<file path="src/rtl/axi4_to_axis_ipv4_reader.sv">
// AXI4 read master that fetches one stored Ethernet/IPv4 frame and replays it on AXI-Stream.
// A single-beat header read supplies the length, then one INCR burst streams the whole frame.
module axi4_to_axis_ipv4_reader #(
  parameter int ADDR_WIDTH    = 32,
  parameter int DATA_WIDTH    = 512,
  parameter int ID_WIDTH      = 4,
  parameter int ETH_HDR_BYTES = 14,
  parameter int MAX_BEATS     = 32
) (
  input  logic                    clk,
  input  logic                    rst,
  input  logic                    start,
  input  logic [ADDR_WIDTH-1:0]   pkt_addr,
  output logic                    busy,
  output logic                    done,
  output logic                    err,
  output logic [15:0]             pkt_bytes,
  output logic [ID_WIDTH-1:0]     m_axi_arid,
  output logic [ADDR_WIDTH-1:0]   m_axi_araddr,
  output logic [7:0]              m_axi_arlen,
  output logic [2:0]              m_axi_arsize,
  output logic [1:0]              m_axi_arburst,
  output logic                    m_axi_arvalid,
  input  logic                    m_axi_arready,
  input  logic [ID_WIDTH-1:0]     m_axi_rid,
  input  logic [DATA_WIDTH-1:0]   m_axi_rdata,
  input  logic [1:0]              m_axi_rresp,
  input  logic                    m_axi_rlast,
  input  logic                    m_axi_rvalid,
  output logic                    m_axi_rready,
  output logic [DATA_WIDTH-1:0]   m_axis_tdata,
  output logic [DATA_WIDTH/8-1:0] m_axis_tkeep,
  output logic                    m_axis_tvalid,
  input  logic                    m_axis_tready,
  output logic                    m_axis_tlast
);
  localparam int BEAT_BYTES = DATA_WIDTH / 8;
  localparam int OFF_BITS   = $clog2(BEAT_BYTES);
  localparam int TL_LSB     = 8 * (ETH_HDR_BYTES + 2);
  localparam logic [BEAT_BYTES-1:0] KEEP_ONES = '1;

  typedef enum logic [2:0] {S_IDLE, S_HDR_AR, S_HDR_R, S_PKT_AR, S_PKT_R, S_DONE} state_e;
  state_e state_q, state_d;

  logic [ADDR_WIDTH-1:0] addr_q;
  logic [15:0]           pkt_bytes_q;
  logic [7:0]            last_cnt_q, cnt_q;
  logic                  rcvd_all_q, err_q;
  logic [DATA_WIDTH-1:0] tdata_q;
  logic [BEAT_BYTES-1:0] tkeep_q;
  logic                  tvalid_q, tlast_q;

  logic                  start_ok, pkt_r_hs, t_hs, is_last_beat, hdr_reject;
  logic [15:0]           hdr_tl;
  logic [16:0]           hdr_bytes, hdr_beats;
  logic [OFF_BITS-1:0]   tail;
  logic [BEAT_BYTES-1:0] keep_last;
  logic                  unused_ok;

  assign start_ok     = start && (state_q == S_IDLE || state_q == S_DONE);
  assign pkt_r_hs     = (state_q == S_PKT_R) && m_axi_rvalid && m_axi_rready;
  assign t_hs         = tvalid_q && m_axis_tready;
  assign is_last_beat = (cnt_q == last_cnt_q);

  // Total length is big-endian in bytes E+2/E+3 of the header beat.
  assign hdr_tl     = {m_axi_rdata[TL_LSB +: 8], m_axi_rdata[TL_LSB+8 +: 8]};
  assign hdr_bytes  = {1'b0, hdr_tl} + 17'(ETH_HDR_BYTES);
  assign hdr_beats  = (hdr_bytes + 17'(BEAT_BYTES - 1)) >> OFF_BITS;
  assign hdr_reject = (hdr_tl < 16'd20) || (hdr_beats > 17'(MAX_BEATS)) || (m_axi_rresp != 2'b00);

  assign tail      = pkt_bytes_q[OFF_BITS-1:0];
  assign keep_last = (tail == '0) ? KEEP_ONES : ~(KEEP_ONES << tail);
  assign unused_ok = ^{m_axi_rid, pkt_addr[OFF_BITS-1:0]};

  always_ff @(posedge clk or posedge rst) begin
    if (rst) state_q <= S_IDLE;
    else     state_q <= state_d;
  end

  always_comb begin
    // NOTE: default first so every path assigns state_d and no latch is inferred.
    state_d = state_q;
    case (state_q)
      S_IDLE:   if (start) state_d = S_HDR_AR;
      S_HDR_AR: if (m_axi_arready) state_d = S_HDR_R;
      S_HDR_R:  if (m_axi_rvalid) state_d = hdr_reject ? S_DONE : S_PKT_AR;
      S_PKT_AR: if (m_axi_arready) state_d = S_PKT_R;
      S_PKT_R:  if (t_hs && tlast_q) state_d = S_DONE;
      S_DONE:   state_d = start ? S_HDR_AR : S_IDLE;
      default:  state_d = S_IDLE;
    endcase
  end

  always_comb begin
    busy          = (state_q == S_HDR_AR) || (state_q == S_HDR_R) ||
                    (state_q == S_PKT_AR) || (state_q == S_PKT_R);
    done          = (state_q == S_DONE);
    m_axi_arvalid = (state_q == S_HDR_AR) || (state_q == S_PKT_AR);
    m_axi_arlen   = (state_q == S_PKT_AR) ? last_cnt_q : 8'd0;
    m_axi_rready  = 1'b0;
    if (state_q == S_HDR_R) m_axi_rready = 1'b1;
    // Stop accepting once the final beat is captured so stray beats never overwrite it.
    else if (state_q == S_PKT_R) m_axi_rready = (!tvalid_q || m_axis_tready) && !rcvd_all_q;
  end

  // NOTE: sequential state uses non-blocking assignments so all registers update together.
  always_ff @(posedge clk or posedge rst) begin
    if (rst) begin
      addr_q      <= '0;
      pkt_bytes_q <= '0;
      last_cnt_q  <= '0;
      cnt_q       <= '0;
      rcvd_all_q  <= 1'b0;
      err_q       <= 1'b0;
      tdata_q     <= '0;
      tkeep_q     <= '0;
      tvalid_q    <= 1'b0;
      tlast_q     <= 1'b0;
    end else begin
      if (start_ok) begin
        addr_q      <= {pkt_addr[ADDR_WIDTH-1:OFF_BITS], {OFF_BITS{1'b0}}};
        err_q       <= 1'b0;
        pkt_bytes_q <= '0;
      end
      if (state_q == S_HDR_R && m_axi_rvalid) begin
        pkt_bytes_q <= hdr_bytes[15:0];
        last_cnt_q  <= hdr_beats[7:0] - 8'd1;
        err_q       <= hdr_reject;
        cnt_q       <= '0;
        rcvd_all_q  <= 1'b0;
      end
      if (pkt_r_hs) begin
        tdata_q    <= m_axi_rdata;
        tkeep_q    <= is_last_beat ? keep_last : KEEP_ONES;
        tlast_q    <= is_last_beat;
        cnt_q      <= cnt_q + 8'd1;
        rcvd_all_q <= is_last_beat;
        if (m_axi_rresp != 2'b00 || m_axi_rlast != is_last_beat) err_q <= 1'b1;
      end
      if (pkt_r_hs)  tvalid_q <= 1'b1;
      else if (t_hs) tvalid_q <= 1'b0;
    end
  end

  assign err           = err_q;
  assign pkt_bytes     = pkt_bytes_q;
  assign m_axi_arid    = '0;
  assign m_axi_araddr  = addr_q;
  assign m_axi_arsize  = 3'(OFF_BITS);
  assign m_axi_arburst = 2'b01;
  assign m_axis_tdata  = tdata_q;
  assign m_axis_tkeep  = tkeep_q;
  assign m_axis_tvalid = tvalid_q;
  assign m_axis_tlast  = tlast_q;
endmodule

</file>
<file path="config.mk">
export PLATFORM = sky130hd
export DESIGN_NAME = axi4_to_axis_ipv4_reader
export DESIGN_NICKNAME = d
export VERILOG_FILES = /design/src/rtl/axi4_to_axis_ipv4_reader.sv
export SDC_FILE = /design/constraint.sdc
export NUM_CORES = 2
export LEC_CHECK = 0
export CORE_AREA = 8 8 469 471
export DETAILED_ROUTE_END_ITERATION = 8
export DIE_AREA = 0 0 477 479
export SYNTH_ARGS = -nofsm -noshare
export SYNTH_HDL_FRONTEND = slang
export SYNTH_SLANG_ARGS = --single-unit
</file>
<file path="constraint.sdc">
create_clock -name clk -period 21.8 [get_ports clk]
set_input_delay 3.27 -clock clk [delete_from_list [all_inputs] [get_ports clk]]
set_output_delay 3.27 -clock clk [all_outputs]
set_load 0.005 [all_outputs]
</file>
After elaboration in Yosys (flattened, before gate mapping)
Index checks and enable logic that the tools add are counted.
{"block": "op_classes", "add_sub_neg": 4, "n_mul": 0, "div_mod_pow": 0, "magnitude_cmp": 2, "n_eq_ne": 12, "shifts": 1, "muxes": 25, "n_bitwise": 1, "n_reduce_logical": 25}
{"op": "two-way mux 64 bit", "n": 2}
{"op": "inverter 64 bit", "n": 1}
{"op": "<< shifter 64 x 6 -> 64 bit, first input constant", "n": 1}
{"op": "two-way mux 16 bit", "n": 2}
{"op": "two-way mux 8 bit", "n": 3}
{"op": "two-way mux 3 bit", "n": 6}
{"op": "one-hot mux 3 bit (6 select lines)", "n": 1}
{"op": "adder 16 x 4 -> 17 bit, second input constant", "n": 1}
{"op": "adder 17 x 6 -> 17 bit, second input constant", "n": 1}
{"op": "less-than comparator 16 x 5 -> 1 bit, second input constant", "n": 1}
{"op": "> comparator 11 x 6 -> 1 bit, second input constant", "n": 1}
{"op": "two-way mux 1 bit", "n": 11}
{"op": "inequality test 2 bit, second input constant", "n": 5}
{"op": "logical OR 1 bit", "n": 9}
{"op": "adder 8 x 1 -> 8 bit, second input constant", "n": 1}
{"op": "equality test 8 bit", "n": 1}
{"op": "nonzero test 2 bit", "n": 4}
{"op": "subtractor 8 x 1 -> 8 bit, second input constant", "n": 1}
{"op": "logical AND 1 bit", "n": 7}
{"op": "equality test 3 x 2 -> 1 bit, second input constant", "n": 2}
{"op": "equality test 3 bit, second input constant", "n": 2}
{"op": "logical NOT 6 bit", "n": 1}
{"op": "AND reduction 5 bit", "n": 1}
{"op": "equality test 3 x 1 -> 1 bit, second input constant", "n": 1}
{"op": "other kinds (3)", "n": 4}
{"block": "word_totals", "regBits": 641, "latch_bits": 0, "ramBits": 0, "romBits": 0, "inputBits": 557, "out_inout_bits": 648, "wordCells": 81, "n_memories": 0}

Logic depth before layout (Yosys ltp)
{"block": "logic_depth", "word_depth": 8, "depth_mapped": 11, "ltp_nobuf": 11}

Least setup slack after synthesis
OpenSTA, ideal clock, no wires.
{"block": "synth_timing", "path_type": "input to output", "start": "in m_axis_tready", "end": "out m_axi_rready", "arrival_time_ns": 3.695, "required_time_ns": 18.530, "setup_slack_ns": 14.836, "stages": 3, "path_buffers": 0, "path_cell_list": "nand2b_1 -> nand3b_1 -> a21oi_1"}
{"block": "synth_between", "elab_chain_cells": 4}
{"item": "from (decl)", "line_no": "34", "source": "input logic m_axis_tready,"}
{"item": "logical OR 1 bit", "line_no": "103", "source": "else if (state_q == S_PKT_R) m_axi_rready = (!tvalid_q || m_axis_tready) && !rcvd_all_q;"}
{"item": "logical AND 1 bit", "line_no": "103"}
{"item": "two-way mux 1 bit", "line_no": "103"}
{"item": "two-way mux 1 bit", "line_no": "101", "source": "if (state_q == S_HDR_R) m_axi_rready = 1'b1;"}
{"item": "to (decl)", "line_no": "30", "source": "output logic m_axi_rready,"}
Every way passes these cells.

Final worst setup path
Ends and elaborated chain as after synthesis.

==> results by group <==
Run status
  • Status: completed

Layout
  • Final instance area: 43400 um2
  • Synthesis-to-finish area growth: 70.9%
  • Net count, final: 4527
  • Layout cells sized above 1: 0.0531

Die
  • DIE WIDTH: 477 um
  • Site Rows: 170
  • Starting density of the core: 0.119
  • Die Height: 479 um
  • I/O pin count: 1205
  • DIE AREA: 228000 um2
  • Placeable Area: 213000 um2

Timing
  • Final hold vios: 0
  • Unrepaired setup endpoints after global routing: no
  • Endpoints failing setup: 0
  • Relative slew slack: 0.276
  • Slew @ Worst Pin: 1070 ps
  • Fin crit period: 8320 ps
  • Max Freq: 120 MHz
  • Final TNS setup: 0 ps
  • Max Clock Skew: 63.5 ps
  • Period utilisation layout: 0.381
  • Worst Hold Slack: 464 ps
  • Setup WS post-layout: 13480 ps
  • Final-report max-slew violation count: 0

Setup path
  • CP peak stage delay: 650 ps
  • Crit path required time: 18530 ps
  • CP max FO: 4
  • Critical path origin: m_axis_tready
  • Setup CP Type: input port to output port
  • Crit path top cell by count: clkdlybuf4s50_1
  • CP cell instances: clkdlybuf4s50_1 -> nand2b_1 -> nand3b_1 -> a21oi_1 -> clkdlybuf4s50_1
  • Reg2Reg Depth: 9
  • Critical Path AT: 5050 ps
  • CP Capture Type: output port
  • Crit Reg-Reg Startpoint: state_q[1]
  • CP max stage cell: clkdlybuf4s50_1
  • Crit start category: input port

Min path
  • Hold path cells: 1
  • Hold Path Class: flip-flop to flip-flop
  • Min-delay src: m_axis_tkeep[0]

Detailed routing
  • Post-Route WL: 167000 um
  • Vias: 24560
  • Per-cell routed wire length: 24.3 um
  • Post-route ant nets: 0
  • DR iter-0 viols: 1279
  • Vias per std cell: 3.56
  • DR pass1 iterations: 5
  • Drc violations: 0

Logic synthesis
  • EDFF count, synth: 0
  • Top cell type's share of synthesized area: 0.632
  • Synth warn: 0
  • FF+latch count, synth: 641
  • Post-synth cell types: 64
  • Top_reg_cell synth: dfrtp_1
  • Sequential share of the synthesized area: 0.632
  • Top cell type by total area after synthesis: dfrtp_1
  • Mapped Area: 25400 um2
  • Most common cell in the netlist: nand2_1
  • Syn Inst Count: 2832
  • Synth top area cells: dfrtp_1 63%, nand2_1 24%, clkbuf_1 2.1%
  • Ys async rst share: 1.00
  • Synth top cells by count: 1610 x nand2_1, 641 x dfrtp_1, 144 x clkbuf_1, 77 x nor2_1, 54 x a21oi_1
  • Mapped Avg Cell Area: 8.97 um2

Placement
  • Placed Area: 40300 um2
  • Worst slack, placed: 13520 ps
  • Detail Placement HPWL: 138000 um
  • Port Buffers: 1179
  • Routability cong.: 0.927

Global routing
  • Initial antenna violation count: 111
  • Total track usage: 0.140
  • Total gr overflow: 0
  • Vias in the first global route: 25426
  • Largest net degree at the start of global routing: 113
  • First-pass GRT wire length: 225000 um

Clocking
  • Reg clk slew, reported paths: 60 ps
  • Worst skew pair latency: 730 ps
  • CTS Buffer Depth: 3
  • H-tree levels: 3
  • TritonCTS clock tree: built
  • # clock sinks: 641
  • Clock root cell: clkbuf_16
  • Total CTS buffers: 84
  • Post-cts sizing count: 0
  • Postcts setup bufs: 0
  • Hold_buf cts: 0

Power and ir drop
  • Peak supply drop: 75.7 uV
  • Pleak: 19.9 nW
  • Power per standard cell area: 118 nW/um2

Flow run
  • Max cap viols: 0
[worst max-delay path: cells and delay by family]
family	cells	cell delay [ps]
buffers and inverters	2	1130
AOI/OAI and AO/OA	1	420
and+or+nand+nor	2	210
[worst paths after layout]
path / to / slack [ps]
min in group asynchronous: m_axis_tdata[253] / 3030
setup / recovery: m_axi_rready / 13480
hold / removal: m_axis_tkeep[0] / 460
setup reg to reg: m_axis_tdata[280] / 16570
max in group asynchronous: m_axis_tdata[422] / 15270
hold reg to reg: m_axis_tkeep[0] / 460
[per-layer routing]
metal,global-route usage,wire (um)
met1,0.141,57300
met2,0.251,84400
met3,0.0768,20700
met4,0.0400,4680
met5,0,188
[power breakdown]
| part | switching [mW] | internal (mW) | leakage (nW) |
|---|---|---|---|
| sequential | 0.243 | 1.58 | 8.46 |
| combinational | 0.855 | 0.928 | 9.99 |
| clock | 0.625 | 0.884 | 1.46 |
[stage by stage]
stage | cells | util | power, mW
final | 6890 | 0.204 | 5.11
after global routing | 6879 | 0.204 | 5.45
after detailed placement | 6717 | 0.189 | 3.68
after global placement | 6717 | 0.189 | 3.66
after CTS | 6868 | 0.203 | 5.25
after floorplan | 2845 | - | 2.29
[layout by cell type, fill, tap and decap left out, types with 6 or more instances in the layout]
cell / count
nand2b_1: 8
clkbuf_1: 11
nand3_1: 9
nor2b_1: 7
inv_1: 8
diode_2: 22
xor2_1: 20
and3_1: 12
nor2_1: 77
a21oi_1: 54
conb_1: 15
clkbuf_16: 84
buf_4: 29
o22ai_1: 18
clkinv_2: 11
o21ai_0: 44
clkinv_16: 6
nor3_1: 12
dfrtp_1: 641
bufinv_16: 9
mux2_2: 28
clkbuf_8: 16
nand4_1: 6
xnor2_1: 17
a31oi_1: 7
clkdlybuf4s50_1: 1179
nand2_1: 1609
[state kept, by name, summed over array words and instances (netlist names)]
name	flops
cnt_q	8
err	1
last_cnt_q	8
m_axi_araddr	26
m_axis_tdata	512
m_axis_tkeep	64
m_axis_tlast	1
m_axis_tvalid	1
pkt_bytes	16
rcvd_all_q	1
state_q	3
[cell families (layout without fill, tap and decap cells)]
logic type | count (synthesis) | in the layout | synth area share
buf+inv | 184 | 1369 | 0.0303
fa+ha+maj | 5 | 5 | 0.00246
xor+xnor | 37 | 37 | 0.0128
compound gates | 166 | 166 | 0.0401
simple gates | 1768 | 1768 | 0.270
other cells | 2 | 37 | 0.000296
mux | 29 | 29 | 0.0128
flops | 641 | 641 | 0.632
[area by class of cell]
cell class | count | area (um2)
inverter | 9 | 41.3
clock buffer | 111 | 2360
fill | 23345 | 170000
sequential | 641 | 16000
clock inverter | 40 | 638
tap | 2838 | 3550
timing repair buffer | 1209 | 12000
multi-input combinational | 2020 | 8650
antenna | 22 | 55.1
No activity file was read; power rests on OpenSTA's default activity.
